--- config.mk ---
export PLATFORM = sky130hd
export DESIGN_NAME = tx_sched
export DESIGN_NICKNAME = d
export VERILOG_FILES = /design/src/rtl/tx_sched_pkg.sv /design/src/rtl/tx_sched_rr_arb2.sv /design/src/rtl/tx_sched.sv
export SDC_FILE = /design/constraint.sdc
export NUM_CORES = 1
export LEC_CHECK = 0
export BUFFER_PORTS_ARGS = -buffer_cell sky130_fd_sc_hd__buf_4
export CAP_MARGIN = 20
export CELL_PAD_IN_SITES_DETAIL_PLACEMENT = 0
export CELL_PAD_IN_SITES_GLOBAL_PLACEMENT = 1
export CORE_ASPECT_RATIO = 0.75
export CORE_UTILIZATION = 30
export CTS_CLUSTER_SIZE = 16
export DETAILED_ROUTE_END_ITERATION = 16
export HOLD_SLACK_MARGIN = 0.02
export PLACE_DENSITY_LB_ADDON = 0.1
export SETUP_SLACK_MARGIN = 0.05
export SLEW_MARGIN = 20
export SYNTH_ARGS = -nofsm -noshare
export SYNTH_HDL_FRONTEND = slang
export SYNTH_SLANG_ARGS = --single-unit
--- constraint.sdc ---
create_clock -name clk -period 3.3 [get_ports clk]
set_input_delay 0.66 -clock clk [delete_from_list [all_inputs] [get_ports clk]]
set_output_delay 0.66 -clock clk [all_outputs]
set_load 0.1 [all_outputs]
--- src/rtl/tx_sched_pkg.sv ---
// Shared types and defaults for the transmit scheduler: FSM state encoding,
// channel index width and the default sizing of length/timing parameters.
package tx_sched_pkg;

  localparam int CH_IDX_W       = 6;
  localparam int MAX_LEN_DEF    = 39;
  localparam int LEN_W_DEF      = 6;
  localparam int IFS_CYCLES_DEF = 150;
  localparam int START_TO_DEF   = 16;

  typedef enum logic [2:0] {
    S_IDLE  = 3'd0,
    S_LOAD  = 3'd1,
    S_START = 3'd2,
    S_WAIT  = 3'd3,
    S_IFS   = 3'd4
  } state_t;

  function automatic logic [1:0] onehot2(input logic idx);
    return idx ? 2'b10 : 2'b01;
  endfunction

endpackage

--- src/rtl/tx_sched_rr_arb2.sv ---
// Two-way round-robin arbiter. The pointer remembers the last granted
// requester; on a tie the other one wins. Reset favours requester 0.
module rr_arb2 (
  input  logic       clk,
  input  logic       rst,
  input  logic [1:0] req,
  input  logic       upd,
  output logic       win
);

  logic last;

  always_comb begin
    win = (req == 2'b11) ? ~last : req[1];
  end

  always_ff @(posedge clk or posedge rst) begin
    if (rst) begin
      last <= 1'b1;
    end else if (upd) begin
      last <= win;
    end
  end

endmodule

--- src/rtl/tx_sched.sv ---
// Two-requester transmit scheduler: arbitrates packets, streams payload into
// the tx FIFO, launches the serializer and enforces the inter-frame space.
module tx_sched
  import tx_sched_pkg::*;
#(
  parameter int MAX_LEN    = MAX_LEN_DEF,
  parameter int LEN_W      = LEN_W_DEF,
  parameter int IFS_CYCLES = IFS_CYCLES_DEF,
  parameter int START_TO   = START_TO_DEF
) (
  input  logic                clk,
  input  logic                rst,
  input  logic                en,
  input  logic [1:0]          req_valid,
  input  logic [LEN_W-1:0]    req_len0,
  input  logic [LEN_W-1:0]    req_len1,
  input  logic [CH_IDX_W-1:0] req_ch0,
  input  logic [CH_IDX_W-1:0] req_ch1,
  input  logic [31:0]         req_aa0,
  input  logic [31:0]         req_aa1,
  output logic [1:0]          gnt,
  input  logic [7:0]          byte_data0,
  input  logic [7:0]          byte_data1,
  input  logic [1:0]          byte_valid,
  output logic [1:0]          byte_ready,
  output logic [1:0]          done,
  output logic [1:0]          err,
  output logic                busy,
  output logic [7:0]          txdata,
  output logic                tx_wr_en,
  output logic                txstart,
  input  logic                txready,
  output logic [CH_IDX_W-1:0] ch_idx,
  output logic [31:0]         aa
);

  localparam int TO_W  = $clog2(START_TO + 1);
  localparam int IFS_W = $clog2(IFS_CYCLES + 1);
  localparam logic [LEN_W-1:0] LEN_MAX  = LEN_W'(MAX_LEN);
  localparam logic [TO_W-1:0]  TO_LAST  = TO_W'(START_TO - 1);
  localparam logic [IFS_W-1:0] IFS_LAST = IFS_W'(IFS_CYCLES - 1);

  state_t           state;
  logic             sel;
  logic [LEN_W-1:0] len_q;
  logic [LEN_W-1:0] cnt;
  logic [TO_W-1:0]  to_cnt;
  logic [IFS_W-1:0] ifs_cnt;

  logic             arb_win;
  logic [LEN_W-1:0] req_len_w;
  logic             len_bad;
  logic             take;
  logic             byte_valid_w;
  logic [7:0]       byte_data_w;

  assign req_len_w    = arb_win ? req_len1 : req_len0;
  assign len_bad      = (req_len_w == '0) || (req_len_w > LEN_MAX);
  assign take         = (state == S_IDLE) && !busy && txready && (req_valid != 2'b00);
  assign byte_valid_w = sel ? byte_valid[1] : byte_valid[0];
  assign byte_data_w  = sel ? byte_data1 : byte_data0;
  assign byte_ready   = (state == S_LOAD) ? onehot2(sel) : 2'b00;

  // Pointer advances only on a real grant, not on a length reject.
  rr_arb2 u_arb (
    .clk (clk),
    .rst (rst),
    .req (req_valid),
    .upd (take && !len_bad),
    .win (arb_win)
  );

  always_ff @(posedge clk or posedge rst) begin
    if (rst) begin
      state    <= S_IDLE;
      sel      <= 1'b0;
      len_q    <= '0;
      cnt      <= '0;
      to_cnt   <= '0;
      ifs_cnt  <= '0;
      gnt      <= 2'b00;
      done     <= 2'b00;
      err      <= 2'b00;
      busy     <= 1'b0;
      txdata   <= '0;
      tx_wr_en <= 1'b0;
      txstart  <= 1'b0;
      ch_idx   <= '0;
      aa       <= '0;
    end else begin
      gnt      <= 2'b00;
      done     <= 2'b00;
      err      <= 2'b00;
      tx_wr_en <= 1'b0;
      case (state)
        S_IDLE: begin
          if (take) begin
            if (len_bad) begin
              err <= onehot2(arb_win);
            end else begin
              gnt    <= onehot2(arb_win);
              sel    <= arb_win;
              len_q  <= req_len_w;
              ch_idx <= arb_win ? req_ch1 : req_ch0;
              aa     <= arb_win ? req_aa1 : req_aa0;
              cnt    <= '0;
              busy   <= 1'b1;
              state  <= S_LOAD;
            end
          end
        end
        // Payload bytes land in the tx FIFO one cycle after the pop.
        S_LOAD: begin
          if (byte_valid_w) begin
            txdata   <= byte_data_w;
            tx_wr_en <= 1'b1;
            cnt      <= cnt + LEN_W'(1);
            if (cnt == len_q - LEN_W'(1)) begin
              txstart <= 1'b1;
              to_cnt  <= '0;
              state   <= S_START;
            end
          end
        end
        // txready falling is the serializer's acknowledgement of txstart.
        S_START: begin
          if (!txready) begin
            txstart <= 1'b0;
            state   <= S_WAIT;
          end else if (en) begin
            if (to_cnt == TO_LAST) begin
              err     <= onehot2(sel);
              txstart <= 1'b0;
              ifs_cnt <= '0;
              state   <= S_IFS;
            end else begin
              to_cnt <= to_cnt + TO_W'(1);
            end
          end
        end
        S_WAIT: begin
          if (txready) begin
            done    <= onehot2(sel);
            ifs_cnt <= '0;
            state   <= S_IFS;
          end
        end
        S_IFS: begin
          if (en) begin
            if (ifs_cnt == IFS_LAST) begin
              busy  <= 1'b0;
              state <= S_IDLE;
            end else begin
              ifs_cnt <= ifs_cnt + IFS_W'(1);
            end
          end
        end
        default: state <= S_IDLE;
      endcase
    end
  end

endmodule

==> flow_summary_export.csv <==
group,metric,value,unit
critical_path,end_kind,"register",
sta,period_needed,2.58,ns
critical_path,rrSetupSlack,0.72,ns
critical_path,reg2reg_to,"aa[13]$_DFFE_PP0P_",
floorplanning,io_pins,169,
clock_network,cts_inserted_buffers,9,
clock_network,cts_tree,"yes",
detailed_routing,first_pass_iters,4,
cells_and_area,multi_input_area,2200,µm²
grt,grt_pass1_vias,3981,
clock_network,cts.sinks,85,
cells_and_area,ff_latch_area,2130,µm²
sta,rsz0062_at_grt,"false",
clock_network,htree_levels,3,
grt,grt_max_degree,46,
detailed_routing,routedWlPerCell,14.7,µm
yosys,syn_inst,484,
cells_and_area,final_cell_area,6250,µm²
clock_network,cts_root_buf,"clkbuf_16",
cells_and_area,nNetsFinal,764,
clock_network,clock_latency,0.34,ns
sta,fin_crit_sh,78.2,%
sta,setup_viol,0,
yosys,synth_compound_area_share,9.20,%
pwr,p_per_area,1130,nW/µm²
detailed_routing,drc,0,
clock_network,cts_resized,0,
yosys,synth-seq-area-share,47.3,%
yosys,async_reset_ff_share,100,%
sta,relSlewSlack,52.7,%
floorplanning,die_h,108,µm
detailed_routing,via_count,3967,
clock_network,cts_setup_buffers,0,
sta,finalHoldViolations,0,
yosys,post_synth_and_or_nand_nor_area_fraction,21.7,%
placed_design,dpl_cell_area,5950,µm²
cells_and_area,syn2layout_area_growth,38.9,%
critical_path,reg2regPathDepth,5,
clock_network,clkTransAtPathRegs,0.07,ns
detailed_routing,ant_nets,0,
pwr,ir_drop,0.000444,V
yosys,syn_nets,602,
sta,fmax,0.388,GHz
yosys,avgSynthCellArea,9.30,µm²
clock_network,cts_hold_buf,0,
yosys,ys_warn_count,0,
critical_path,crit_fanout,33,
placed_design,dp_hpwl,9350,µm
job,cap_violations,0,
yosys,yosys.area_share.xor_xnor,2.14,%
sta,skew,0.00521,ns
clock_network,cts_buffer_depth,2,
grt,grt_pass1_wl,20200,µm
pwr,p_leak,3.10,nW
yosys,synth_top_family_by_area,"simple AND/OR/NAND/NOR gates",
grt,grtUsageTotal,16.9,%
yosys,ys_seq_elements,85,
floorplanning,start_util,30.9,%
grt,antenna_found_initial,0,
critical_path,crit_type,"register to register",
cells_and_area,drive_gt1_share,37.5,%
cells_and_area,antennaDiodeCount,0,
grt,grt_overflow,0,
yosys,ys.flop_type,"dfrtp_1",
placed_design,place.gp.congestion,0.750,
min_path,min_path_type,"primary input to asynchronous set/reset pin",
yosys,synth_mux_area_share,14.0,%
floorplanning,row_count,38,
cells_and_area,layout_commonest_cell,"buf_4",
sta,finalMaxSlewViolations,0,
yosys,synth_fa_ha_area_share,1.67,%
floorplanning,die_x,143,µm
critical_path,cp.required,3.53,ns
cells_and_area,fill_cells,1467,
detailed_routing,vias_per_cell,4.66,
sta,timing_worst_slew_pin_value,0.702,ns
yosys,synth_edf_count,0,
run_status,outcome,"finished clean",
critical_path,worstReg2RegStart,"state[1]$_DFFE_PP0P_",
floorplanning,core_area,14500,µm²
placed_design,io_buffers,168,
detailed_routing,routed_wl,12500,µm
detailed_routing,drtIter0Drc,129,
critical_path,cp.arrival,2.81,ns
floorplanning,die_area,15500,µm²
yosys,synthDistinctLibCells,52,
cells_and_area,most-common-layout-cells,"buf_4, nand2_1, dfrtp_1",
yosys,syn-cell-area,4500,µm²
sta,finalSetupTns,0,ns
critical_path,cp-start-kind,"register",
-- synthesized netlist by cell type, types with 9 or more instances --
library cell	count	share of area, %
mux2_2	40	10
mux2i_1	18	4.0
nand2_1	138	12
a21oi_1	14	1.6
o21ai_0	17	1.9
nand3_1	9	1.0
dfrtp_1	84	47
inv_1	11	0.92
nor2_1	37	3.1
clkbuf_1	11	0.92
-- worst max path at each step --
stage / startpoint / endpoint
floorplan: state[0]$_DFFE_PP0P_ / byte_ready[0]
CTS: state[1]$_DFFE_PP0P_ / aa[28]$_DFFE_PP0P_
detailed placement: req_valid[1] / aa[13]$_DFFE_PP0P_
global placement: req_valid[0] / ch_idx[3]$_DFFE_PP0P_
global route: state[1]$_DFFE_PP0P_ / aa[28]$_DFFE_PP0P_
finish: state[1]$_DFFE_PP0P_ / aa[13]$_DFFE_PP0P_
-- where the power goes --
group	leakage, nW	internal (mW)	switching, mW
logic	1.91	1.09	3.12
registers	1.05	1.48	0.360
clock network	0.138	0.589	0.443
-- registers in the layout, summed over array words and instances, names as in the netlist, 2 cells and up --
name	flops
state	3
ifs_cnt	8
len_q	6
to_cnt	5
gnt	2
aa	32
txdata	8
ch_idx	6
done	2
cnt	6
err	2
-- layer usage --
layer / vias to the layer above / wire length [µm] / GRT usage (%)
li1: 1962 / - / -
met1: 1884 / 5520 / 21.3
met2: 113 / 5880 / 28.3
met3: 8 / 978 / 5.27
met4: 0 / 93 / 3.80
met5: - / 0 / 0
-- cell families after synthesis --
logic type	Yosys count
and+or+nand+nor	225
DFF	85
AOI/OAI and AO/OA	62
muxes	58
buffers and inverters	37
xor gates and xnor gates	11
adders and majority gates	6
-- critical path, cell delays in order (launching register included) --
cell and delay, ns:
dfrtp_1 0.47, or2_1 0.33, or4_1 0.62, a211oi_4 0.22
buf_4 0.42, mux2_2 0.39
-- through the flow --
step	setup slack, ns	power [mW]	hold slack (ns)	utilization [%]	instances
after floorplan	0.222	5.12	0.445	-	484
after global placement	0.469	6.05	0.466	40.9	835
after detailed placement	0.388	6.10	0.496	40.9	835
after CTS	0.695	7.15	0.436	43.0	851
after global routing	0.581	7.45	0.466	43.0	851
final	0.720	7.08	0.414	43.0	851
-- cell type report --
class / instances / area share (%)
multi-input cells: 362 / 35.2
flip-flops and latches: 85 / 34.0
well taps: 200 / 4.00
clock buffers: 9 / 3.60
clock inverters: 7 / 1.20
inverters: 11 / 0.680
repair buffers: 177 / 21.2
(Power assumes the default switching activity.)
